`src/rtl/alu_seq_exec.sv`:
```
// Execute-stage ALU: single-cycle logic/arith/compare ops, iterative 1-bit-per-cycle shifts,
// valid/ready handshake on both the request and the registered result.
module alu_seq_exec #(
  parameter int WIDTH = 32
) (
  input  logic             clk,
  input  logic             rst,
  input  logic             in_valid,
  output logic             in_ready,
  input  logic [3:0]       sel,
  input  logic [WIDTH-1:0] a,
  input  logic [WIDTH-1:0] b,
  output logic             out_valid,
  input  logic             out_ready,
  output logic [WIDTH-1:0] result,
  output logic             zero,
  output logic             illegal
);
  localparam int SHW = $clog2(WIDTH);

  localparam logic [3:0] SEL_AND  = 4'b0000;
  localparam logic [3:0] SEL_OR   = 4'b0001;
  localparam logic [3:0] SEL_ADD  = 4'b0010;
  localparam logic [3:0] SEL_XOR  = 4'b0011;
  localparam logic [3:0] SEL_SLL  = 4'b0100;
  localparam logic [3:0] SEL_SRL  = 4'b0101;
  localparam logic [3:0] SEL_SUB  = 4'b0110;
  localparam logic [3:0] SEL_SRA  = 4'b0111;
  localparam logic [3:0] SEL_SLT  = 4'b1000;
  localparam logic [3:0] SEL_SLTU = 4'b1001;

  localparam logic [1:0] SH_LL = 2'd0;
  localparam logic [1:0] SH_RL = 2'd1;
  localparam logic [1:0] SH_RA = 2'd2;

  localparam logic [SHW-1:0] CNT_ONE = {{(SHW-1){1'b0}}, 1'b1};

  typedef enum logic [1:0] {IDLE, SHIFT, DONE} state_t;

  state_t           state_q, state_d;
  logic [WIDTH-1:0] result_q, result_d;
  logic             zero_q, zero_d;
  logic             illegal_q, illegal_d;
  logic [WIDTH-1:0] work_q, work_d;
  logic [SHW-1:0]   cnt_q, cnt_d;
  logic [1:0]       shk_q, shk_d;

  // Request decode
  logic [WIDTH-1:0] alu_res;
  logic             alu_ill;
  logic             is_shift;
  logic [1:0]       req_shk;
  logic [SHW-1:0]   shamt;

  assign shamt = b[SHW-1:0];

  always_comb begin
    alu_res  = '0;
    alu_ill  = 1'b0;
    is_shift = 1'b0;
    req_shk  = SH_LL;
    unique case (sel)
      SEL_AND:  alu_res = a & b;
      SEL_OR:   alu_res = a | b;
      SEL_ADD:  alu_res = a + b;
      SEL_SUB:  alu_res = a - b;
      SEL_XOR:  alu_res = a ^ b;
      SEL_SLT:  alu_res = {{(WIDTH-1){1'b0}}, ($signed(a) < $signed(b))};
      SEL_SLTU: alu_res = {{(WIDTH-1){1'b0}}, (a < b)};
      SEL_SLL: begin is_shift = 1'b1; req_shk = SH_LL; end
      SEL_SRL: begin is_shift = 1'b1; req_shk = SH_RL; end
      SEL_SRA: begin is_shift = 1'b1; req_shk = SH_RA; end
      default:  alu_ill = 1'b1;
    endcase
  end

  // One bit position of the working shift register
  logic [WIDTH-1:0] step;

  always_comb begin
    unique case (shk_q)
      SH_RL:   step = {1'b0, work_q[WIDTH-1:1]};
      SH_RA:   step = {work_q[WIDTH-1], work_q[WIDTH-1:1]};
      default: step = {work_q[WIDTH-2:0], 1'b0};
    endcase
  end

  always_comb begin
    state_d   = state_q;
    result_d  = result_q;
    zero_d    = zero_q;
    illegal_d = illegal_q;
    work_d    = work_q;
    cnt_d     = cnt_q;
    shk_d     = shk_q;
    unique case (state_q)
      IDLE: begin
        if (in_valid) begin
          if (!is_shift) begin
            result_d  = alu_res;
            zero_d    = (alu_res == '0);
            illegal_d = alu_ill;
            state_d   = DONE;
          end else if (shamt == '0) begin
            result_d  = a;
            zero_d    = (a == '0);
            illegal_d = 1'b0;
            state_d   = DONE;
          end else begin
            work_d  = a;
            cnt_d   = shamt;
            shk_d   = req_shk;
            state_d = SHIFT;
          end
        end
      end
      SHIFT: begin
        work_d = step;
        cnt_d  = cnt_q - CNT_ONE;
        // result stays untouched until the final step lands
        if (cnt_q == CNT_ONE) begin
          result_d  = step;
          zero_d    = (step == '0);
          illegal_d = 1'b0;
          state_d   = DONE;
        end
      end
      DONE: begin
        if (out_ready) state_d = IDLE;
      end
      default: state_d = IDLE;
    endcase
  end

  always_ff @(posedge clk or negedge rst) begin
    if (!rst) begin
      state_q   <= IDLE;
      result_q  <= '0;
      zero_q    <= 1'b0;
      illegal_q <= 1'b0;
      work_q    <= '0;
      cnt_q     <= '0;
      shk_q     <= SH_LL;
    end else begin
      state_q   <= state_d;
      result_q  <= result_d;
      zero_q    <= zero_d;
      illegal_q <= illegal_d;
      work_q    <= work_d;
      cnt_q     <= cnt_d;
      shk_q     <= shk_d;
    end
  end

  assign in_ready  = rst && (state_q == IDLE);
  assign out_valid = (state_q == DONE);
  assign result    = result_q;
  assign zero      = zero_q;
  assign illegal   = illegal_q;
endmodule

```
`config.mk`:
```
export PLATFORM = sky130hd
export DESIGN_NAME = alu_seq_exec
export DESIGN_NICKNAME = d
export VERILOG_FILES = /design/src/rtl/alu_seq_exec.sv
export SDC_FILE = /design/constraint.sdc
export NUM_CORES = 1
export LEC_CHECK = 0
export BUFFER_PORTS_ARGS = -buffer_cell sky130_fd_sc_hd__buf_2
export CORE_AREA = 10 10 162 164
export DETAILED_ROUTE_END_ITERATION = 8
export DIE_AREA = 0 0 172 174
export GPL_ROUTABILITY_DRIVEN = 0
export PLACE_DENSITY_LB_ADDON = 0.12
export RECOVER_POWER = 25
export SYNTH_ARGS = -nofsm -noshare
export SYNTH_HDL_FRONTEND = slang
export SYNTH_SLANG_ARGS = --single-unit
```
`constraint.sdc`:
```
create_clock -name clk -period 3.4 [get_ports clk]
set_input_delay 0.68 -clock clk [delete_from_list [all_inputs] [get_ports clk]]
set_output_delay 0.68 -clock clk [all_outputs]
set_load 0.05 [all_outputs]
```
## After elaboration in Yosys (flattened, before gate mapping)

Cells that the tools add are included.

- Add/subtract/negate cells: 3
- $lt $le $gt $ge: 2
- Eq/ne operators: 20
- Muxes and demuxes: 34
- Bitwise gates (word level): 4
- Reductions and logical operators: 14

Operator list:

| operator | number |
|---|---|
| 32-bit 2-to-1 mux | 7 |
| 32-bit case mux with 7 select lines | 1 |
| 32-bit case mux with 2 select lines | 3 |
| 32-bit zero test | 3 |
| 32-bit less-than comparator | 2 |
| 32-bit adder | 1 |
| 32-bit AND | 1 |
| 32-bit OR | 1 |
| 32-bit subtractor | 1 |
| 32-bit bitwise XOR | 1 |
| 4-bit by 3-bit equality test with 1-bit output, second input constant | 4 |
| 5-bit 2-to-1 mux | 3 |
| 4-bit AND reduction | 3 |
| 1-bit 2-to-1 mux | 10 |
| 2-bit 2-to-1 mux | 5 |
| 5-bit case mux with 2 select lines | 1 |
| 10-bit OR reduction | 1 |
| 4-bit by 2-bit equality test with 1-bit output, second input constant | 2 |
| 4-bit equality test, second input constant | 2 |
| 2-bit inequality test, second input constant | 4 |
| 2-bit case mux with 3 select lines | 1 |
| 5-bit by 1-bit equality test with 1-bit output, second input constant | 1 |
| 5-bit zero test | 1 |
| 5-bit by 1-bit subtractor with 5-bit output, second input constant | 1 |
| other kinds (14) | 17 |

- Register bits after elaboration: 75
- Bits of input ports: 72

## Depth between registers and ports, before layout

Gate-level depths: netlist of run 1.

- Depth after elaboration: 6
- Depth in mapped cells: 15
- Gate-level depth less buffers: 15

## Least setup slack after synthesis of run 1

OpenSTA, ideal clock, no wires.

- Path kind: input-to-reg
- Start point: in a[0]
- End point: reg zero_q, in the netlist zero
- Library setup time: 103 ps
- Arrival: 3638 ps
- Data required time: 3297 ps
- Slack: -341 ps
- Stages: 15
- Cells stage by stage: inv_1 > ha_1 > inv_1 > fa_1 > nor3b_1 > o311ai_2 > a31oi_1 > nor3_1 > nand3_1 > a31oi_1 > mux2_1 > or3_1 > nor3_1 > nand4b_1 > o41ai_2

- Cells in the longest elaborated chain, start to end: 6
- Elaborated cells on any way between the ends: 14
- Classes of those cells: add/sub (2); order compare (2); mux (5); bitwise (3); reduce/logical (2)

Ends and longest elaborated chain:

| what | line | source |
|---|---|---|
| start, declared | 11 | `input logic [WIDTH-1:0] a,` |
| 32-bit subtractor, or another cell as far along | 66 | `SEL_SUB: alu_res = a - b;` |
| 32-bit case mux with 7 select lines | 62 | `unique case (sel)` |
| 32-bit zero test | 101 | `zero_d = (alu_res == '0);` |
| 1-bit 2-to-1 mux (*) | 99 | `if (!is_shift) begin` |
| 1-bit 2-to-1 mux (*) | 98 | `if (in_valid) begin` |
| 1-bit case mux with 2 select lines (*) | 96 | `unique case (state_q)` |
| end signal, assigned | 147 | `zero_q <= zero_d;` |
| end, declared | 42 | `logic zero_q, zero_d;` |

Mark *: on every way between the ends. The rest lies on a longest branch, timed or not. The select of a mux whose other input is x is not followed.
A chain may end at the register's enable or synchronous reset.

## Worst setup path after layout of run 1

- Start point: in a[7]
- End point: reg zero_q, in the netlist zero

The elaborated chain is that of the path after synthesis.

==> load_flow_metrics.sql, run 1 <==
INSERT INTO impl_metrics (metric_group, metric, value, unit) VALUES
('synthesis', 'synth_compound_area_share', '34.52', '%'),
('synthesis', 'synth_async_sr_flop_share', '100.0', '%'),
('worst_setup_path', 'worst-path-max-fanout', '6', ''),
('layout', 'area_growth_synth_to_finish', '45.12', '%'),
('detailed_routing', 'vias_per_cell', '6.159', ''),
('clock_tree', 'clock_pin_slew_worst_setup_and_hold_paths', '0.06', 'ns'),
('global_route', 'first_pass_grt_wire_length', '68700', 'um'),
('clock_tree', 'cts.path.max_buffers', '2', ''),
('timing', 'worst_pin_slew', '1.875', 'ns'),
('global_route', 'grtUsageTotal', '28.82', '%'),
('timing', 'timing.final.crit_period', '3.649', 'ns'),
('power_and_ir_drop', 'total_switching_power', '3327', 'uW'),
('timing', 'max-slew-margin-rel', '-25.01', '%'),
('die', 'start_util', '44.02', '%'),
('detailed_routing', 'drt_wl_total', '44790', 'um'),
('die', 'die_h', '174', 'um'),
('layout', 'layout_commonest_cell', 'sky130_fd_sc_hd__buf_4', ''),
('timing', 'maxClockFrequency', '274.1', 'MHz'),
('detailed_routing', 'ant_nets', '0', ''),
('detailed_routing', 'drc', '0', ''),
('synthesis', 'synth.area.mux_share', '4.401', '%'),
('outcome', 'violations_in_the_final_reports', 'capacitance limit, slew limit, setup timing', ''),
('worst_setup_path', 'regToRegSetupSlack', '0.12', 'ns'),
('timing', 'hold_slack', '0.4767', 'ns'),
('worst_hold_path', 'worst_hold_startpoint', 'illegal$_DFFE_PN0P_', ''),
('detailed_routing', 'first_pass_iters', '8', ''),
('worst_setup_path', 'critical_path_class', 'input port to flop', ''),
('synthesis', 'synth_area_per_cell', '7.157', 'um2'),
('die', 'die_area', '0.02993', 'mm2'),
('layout', 'final_cell_mix', '361 x sky130_fd_sc_hd__buf_4, 147 x sky130_fd_sc_hd__a21oi_1, 134 x sky130_fd_sc_hd__nand2_1', ''),
('worst_setup_path', 'crit-reg2reg-capture', 'zero$_DFFE_PN0P_', ''),
('clock_tree', 'worstSkewPairLatency', '0.34', 'ns'),
('worst_setup_path', 'cp_data_required_time', '3.63', 'ns'),
('synthesis', 'synth.yosys.seq_area_share', '18.44', '%'),
('synthesis', 'synth_enable_flop_cells', '0', ''),
('clock_tree', 'cts_root_cell', 'sky130_fd_sc_hd__clkbuf_16', ''),
('timing', 'final.setup.worst_slack', '-0.2487', 'ns'),
('timing', 'grt_setup_unrepaired', 'yes', ''),
('worst_hold_path', 'hold_wc_path_type', 'flop to flop', ''),
('worst_hold_path', 'holdPathEnd', 'illegal$_DFFE_PN0P_', ''),
('timing', 'timing.final.max_slew_violations', '35', ''),
('synthesis', 'synth.net_count', '1599', ''),
('worst_setup_path', 'critical_path.top_delay_family', 'simple AND/OR/NAND/NOR gates', ''),
('layout', 'n_antenna_cell', '0', ''),
('power_and_ir_drop', 'cellInternalPower', '3518', 'uW'),
('detailed_routing', 'detailroute.via_count', '13040', ''),
('global_route', 'global_route.overflow_total', '0', ''),
('worst_setup_path', 'worst_path_max_delay_cell', 'sky130_fd_sc_hd__or4b_1', ''),
('synthesis', 'yosys.cell_types.count', '88', ''),
('global_route', 'grt_start_max_net_pins', '60', ''),
('die', 'row_count', '56', ''),
('outcome', 'status', 'finished with violations', ''),
('die', 'floorplan.core_area', '0.02312', 'mm2'),
('synthesis', 'post_synth_xor_area_fraction', '0.7745', '%'),
('synthesis', 'combinational_family_with_the_most_area_after_synthesis', 'compound AO/OA/AOI/OAI gates', ''),
('worst_setup_path', 'path_cells', 'buf_2, buf_4, ha_1, a21oi_1, buf_4, o31a_1, o211ai_4, and2_4, or3_1, o211ai_1, o211ai_1, or4b_1, nor4_2, nand4b_1, o41ai_2', ''),
('placed_design', 'postPlaceCellArea', '0.01355', 'mm2'),
('timing', 'ratio_of_final_minimum_period_to_clock_period', '107.3', '%'),
('clock_tree', 'cts_made_buffers', '9', ''),
('detailed_routing', 'drt_initial_violations', '1605', ''),
('layout', 'final_layout_size_suffix_gt1_share', '36.00', '%'),
('worst_setup_path', 'max_stage_delay', '0.58', 'ns'),
('global_route', 'number_of_global_route_vias_before_repair', '12500', ''),
('placed_design', 'hpwl', '35550', 'um'),
('flow_run', 'maxcap_viol_count', '1', ''),
('worst_setup_path', 'worstReg2RegStart', 'state_q[1]$_DFFE_PN0P_', ''),
('clock_tree', 'tritoncts', 'done', ''),
('synthesis', 'synth.ff_latch_count', '75', ''),
('power_and_ir_drop', 'seq_power_share', '24.6', '%'),
('timing', 'timing.final.setup_violations', '3', ''),
('timing', 'fin_worst_skew', '0.006666', 'ns');
[worst max path at each step]
stage / startpoint / end / depth (start not counted)
after floorplan: a[0] / zero$_DFFE_PN0P_ / 15
final: a[7] / zero$_DFFE_PN0P_ / 15
after CTS: a[8] / zero$_DFFE_PN0P_ / 16
after detailed placement: a[1] / zero$_DFFE_PN0P_ / 16
after global routing: a[5] / zero$_DFFE_PN0P_ / 14
after global placement: a[1] / zero$_DFFE_PN0P_ / 16
[through the flow]
stage / power (uW) / cells
final: 6845 / 2118
after global routing: 7258 / 2118
after CTS: 6643 / 2115
after detailed placement: 5554 / 2094
after global placement: 5495 / 2094
after floorplan: 4102 / 1422
[registers in the layout, summed over array words and instances (netlist names)]
| name | cells |
|---|---|
| shk_q | 2 |
| state_q | 2 |
| illegal | 1 |
| cnt_q | 5 |
| zero | 1 |
| work_q | 32 |
| result | 32 |
[power by group through the flow]
stage / clock [uW] / sequential [uW] / combinational (uW)
after global placement: 0 / 1660 / 3840
after global routing: 1050 / 1730 / 4480
after floorplan: 0 / 2280 / 1820
after detailed placement: 0 / 1670 / 3890
after CTS: 1010 / 1660 / 3970
final: 1000 / 1680 / 4160
[metal layers]
metal	part of all wire (%)	vias to the layer above	track usage (%)
met5	0	-	0
met1	39	6049	37.21
met2	45	823	44.55
met4	6.4	0	16.82
li1	-	6005	-
met3	9.5	167	4.146
[Yosys cell counts, drive strengths merged (11+ instances only)]
cell | number | area [um2]
a22o | 11 | 96.34
nand2 | 135 | 506.7
a211oi | 18 | 140.1
a21boi | 16 | 120.1
nor2b | 18 | 112.6
dfrtp | 75 | 1877
nor2 | 135 | 506.7
a22oi | 20 | 150.1
mux2i | 38 | 380.4
a21o | 18 | 135.1
o211ai | 27 | 207.7
ha | 103 | 1289
nand4 | 18 | 112.6
a31oi | 36 | 225.2
and3 | 13 | 81.33
clkbuf | 61 | 229.0
o21ai | 105 | 529.3
o31ai | 20 | 177.7
buf | 30 | 138.9
a21oi | 165 | 833.3
nand2b | 14 | 87.58
nor4 | 22 | 156.4
nor3 | 22 | 115.1
a221oi | 11 | 96.34
nand3 | 23 | 115.1
inv | 113 | 424.2
[worst register-to-register path: stages, from the launching register on]
cell and delay (ns):
sky130_fd_sc_hd__dfrtp_1 0.42, sky130_fd_sc_hd__nor3b_1 0.23, sky130_fd_sc_hd__buf_4 0.15, sky130_fd_sc_hd__inv_1 0.05, sky130_fd_sc_hd__o211a_1 0.24, sky130_fd_sc_hd__a211o_1 0.33
sky130_fd_sc_hd__nor4_2 0.32, sky130_fd_sc_hd__buf_4 0.15, sky130_fd_sc_hd__nand4_1 0.14, sky130_fd_sc_hd__nor4_4 0.22, sky130_fd_sc_hd__buf_4 0.15, sky130_fd_sc_hd__nand4_1 0.20
sky130_fd_sc_hd__nor3_2 0.22, sky130_fd_sc_hd__nand4b_1 0.13, sky130_fd_sc_hd__o41ai_2 0.21
[cell type report]
cell class	instances	area, um2
Clock inverter	4	47.55
Multi-Input combinational cell	1142	8323
Clock buffer	12	266.5
Inverter	114	447.9
Timing Repair Buffer	481	3445
Fill cell	2086	8353
Tap cell	290	362.8
Sequential cell	75	1877
[timing repair]
| action | in CTS | in global routing |
|---|---|---|
| setup endpoints to repair | 14 | 16 |
| resized for setup | 61 | 128 |
| buffers inserted | 5 | 4 |
| hold buffers | 0 | 0 |
| pin swaps | 24 | 48 |
[kinds of logic after synthesis]
logic type               Yosys count
buffers and inverters            205
adder cells (fa/ha/maj)          105
XOR/XNOR                           9
AO/OA/AOI/OAI                    537
flip-flops                        75
AND/OR/NAND/NOR                  447
multiplexers                      44
No activity file was read; power rests on OpenSTA's default activity.
==> run 2, diff against run 1 <==
- HOLD_SLACK_MARGIN: default -> 0.03
- MAX_ROUTING_LAYER: default -> met4
==> run 2 against run 1 <==
Against the previous run:
- the run still ends with capacitance limit, slew limit, setup timing left
- worst setup slack got worse by 0.0097 ns
- hold slack lost 0.0013 ns
- critical path depth unchanged
- largest power group unchanged
- clock power about the same
- clock-buffer cell count is the same
==> load_flow_metrics.sql, run 2 (synthesized netlist as in run 1, its figures left out) <==
INSERT INTO impl_metrics (metric_group, metric, value, unit) VALUES
('worst_setup_path', 'critPathCaptureType', 'flop', ''),
('layout', 'final_util', '63.87', '%'),
('die', 'die_area', '0.02993', 'mm2'),
('die', 'die_w', '172', 'um'),
('die', 'row_count', '56', ''),
('detailed_routing', 'drc', '0', ''),
('worst_setup_path', 'critical_path_class', 'input port to flop', ''),
('clock_tree', 'worstSkewPairLatency', '0.34', 'ns'),
('flow_run', 'maxcap_viol_count', '1', ''),
('timing', 'final.setup.worst_slack', '-0.2583', 'ns'),
('timing', 'report.final.hold_viol_count', '0', ''),
('layout', 'layout.filler_cells', '2086', ''),
('layout', 'layout_commonest_cell', 'sky130_fd_sc_hd__buf_4', ''),
('outcome', 'violations_in_the_final_reports', 'capacitance limit, slew limit, setup timing', ''),
('power_and_ir_drop', 'cellPowerDensity', '462.7', 'mW/mm2'),
('detailed_routing', 'detailroute.via_count', '12960', ''),
('timing', 'ratio_of_final_minimum_period_to_clock_period', '107.6', '%'),
('power_and_ir_drop', 'vdd.ir_drop.worst', '502.3', 'uV'),
('worst_setup_path', 'cp_data_required_time', '3.64', 'ns'),
('global_route', 'antenna_found_initial', '1', ''),
('clock_tree', 'cts_root_cell', 'sky130_fd_sc_hd__clkbuf_16', ''),
('outcome', 'status', 'finished with violations', ''),
('clock_tree', 'tritoncts', 'done', ''),
('detailed_routing', 'ant_nets', '0', ''),
('clock_tree', 'cts_made_buffers', '9', ''),
('detailed_routing', 'vias_per_cell', '6.117', ''),
('clock_tree', 'cts.path.max_buffers', '2', ''),
('detailed_routing', 'first_pass_iters', '6', ''),
('layout', 'fin_nets', '2000', ''),
('worst_setup_path', 'critical_path.startpoint_type', 'input port', ''),
('power_and_ir_drop', 'static-leakage-power', '0.006936', 'uW'),
('timing', 'timing.final.setup_violations', '3', ''),
('worst_setup_path', 'worst-path-max-fanout', '6', ''),
('detailed_routing', 'drt_initial_violations', '1701', ''),
('worst_setup_path', 'timing.critical_path.arrival', '3.90', 'ns'),
('global_route', 'number_of_global_route_vias_before_repair', '12500', ''),
('global_route', 'global_route.overflow_total', '0', ''),
('timing', 'fin_worst_skew', '0.005985', 'ns'),
('worst_hold_path', 'hold_wc_path_type', 'flop to flop', ''),
('global_route', 'grtUsageTotal', '29.60', '%'),
('timing', 'totalNegativeSetupSlack', '-0.3416', 'ns'),
('clock_tree', 'clock_pin_slew_worst_setup_and_hold_paths', '0.06', 'ns'),
('die', 'floorplan.core_area', '0.02312', 'mm2'),
('clock_tree', 'clkSinkCount', '75', ''),
('global_route', 'first_pass_grt_wire_length', '68630', 'um'),
('layout', 'final_cell_mix', '362 x sky130_fd_sc_hd__buf_4, 147 x sky130_fd_sc_hd__a21oi_1, 133 x sky130_fd_sc_hd__nand2_1', ''),
('die', 'io-pin-count', '108', ''),
('layout', 'area_growth_synth_to_finish', '45.11', '%'),
('detailed_routing', 'avgRoutedWirePerCell', '21.08', 'um'),
('clock_tree', 'cts-htree-levels', '3', ''),
('detailed_routing', 'drt_wl_total', '44640', 'um'),
('global_route', 'grt_start_max_net_pins', '60', ''),
('die', 'start_util', '44.02', '%'),
('timing', 'maxClockFrequency', '273.3', 'MHz'),
('timing', 'timing.final.crit_period', '3.658', 'ns'),
('timing', 'worst_pin_slew', '1.886', 'ns'),
('timing', 'grt_setup_unrepaired', 'yes', ''),
('timing', 'max-slew-margin-rel', '-25.71', '%'),
('placed_design', 'port-buffer-count', '107', ''),
('die', 'die_h', '174', 'um'),
('placed_design', 'hpwl', '35550', 'um'),
('timing', 'timing.final.max_slew_violations', '35', ''),
('layout', 'final_layout_size_suffix_gt1_share', '36.00', '%'),
('layout', 'n_antenna_cell', '0', '');
-- run 2: cell types whose count changed in the layout (fill, tap and decap cells not counted) --
cell / delta
sky130_fd_sc_hd__buf_4: +1
sky130_fd_sc_hd__buf_6: -1
sky130_fd_sc_hd__inv_1: +1
sky130_fd_sc_hd__inv_2: -1
sky130_fd_sc_hd__nand2_1: -1
sky130_fd_sc_hd__nand2_2: +1
-- run 2: per-stage QoR --
| step | instances | area, um2 | setup WS, ns | hold WS (ns) | total power, uW |
|---|---|---|---|---|---|
| floorplan | 1422 | 10250 | -0.02398 | 0.3844 | 4102 |
| global placement | 2094 | 13550 | -0.8914 | 0.4581 | 5495 |
| detailed placement | 2094 | 13550 | -0.9663 | 0.4651 | 5554 |
| CTS | 2115 | 14200 | -0.2188 | 0.4566 | 6643 |
| global route | 2118 | 14770 | -0.3287 | 0.5069 | 7256 |
| finish | 2118 | 14770 | -0.2583 | 0.4754 | 6833 |
-- run 2: cell type report --
type                    count  area, um2  area share (%)
clock buffers              12      266.5           1.805
clock inverters             4      47.55          0.3220
inverters                 114      447.9           3.033
multi-input cells        1142       8325           56.38
flip-flops and latches     75       1877           12.71
well taps                 290      362.8           2.457
repair buffers            481       3441           23.30
-- run 2: worst paths after layout --
check	startpoint	endpoint	slack, ns	cells after the start
hold reg to reg	illegal$_DFFE_PN0P_	illegal$_DFFE_PN0P_	0.48	2
min in group asynchronous	rst	work_q[23]$_DFFE_PN0P_	1.22	2
hold / removal	illegal$_DFFE_PN0P_	illegal$_DFFE_PN0P_	0.48	2
setup / recovery	a[7]	zero$_DFFE_PN0P_	-0.26	15
max in group asynchronous	rst	cnt_q[0]$_DFFE_PN0P_	0.59	3
setup reg to reg	state_q[1]$_DFFE_PN0P_	zero$_DFFE_PN0P_	0.14	14
-- run 2: critical path: stages --
cell and delay [ns]:
sky130_fd_sc_hd__buf_2 0.13, sky130_fd_sc_hd__buf_4 0.17, sky130_fd_sc_hd__ha_1 0.20, sky130_fd_sc_hd__a21oi_1 0.26, sky130_fd_sc_hd__buf_4 0.16, sky130_fd_sc_hd__o31a_1 0.22, sky130_fd_sc_hd__o211ai_4 0.12, sky130_fd_sc_hd__and2_4 0.16
sky130_fd_sc_hd__or3_1 0.36, sky130_fd_sc_hd__o211ai_1 0.10, sky130_fd_sc_hd__o211ai_1 0.19, sky130_fd_sc_hd__or4b_1 0.58, sky130_fd_sc_hd__nor4_2 0.19, sky130_fd_sc_hd__nand4b_1 0.15, sky130_fd_sc_hd__o41ai_2 0.21
-- run 2: metal layers --
layer	track usage [%]	share of wire, %
met1	37.48	40
met2	44.63	45
met3	3.489	8.4
met4	16.78	6.3
met5	-	0
-- run 2: where the power goes --
| part | switching (uW) | total (uW) | internal (uW) |
|---|---|---|---|
| clock | 375 | 1000 | 626 |
| sequential | 352 | 1680 | 1330 |
| combinational | 2590 | 4150 | 1560 |
-- run 2: what timing repair did --
item	in CTS	in global routing
gates resized for setup	61	127
setup buffers	5	4
hold buffers	0	0
pin swaps	24	49
endpoints found under the setup margin	14	16
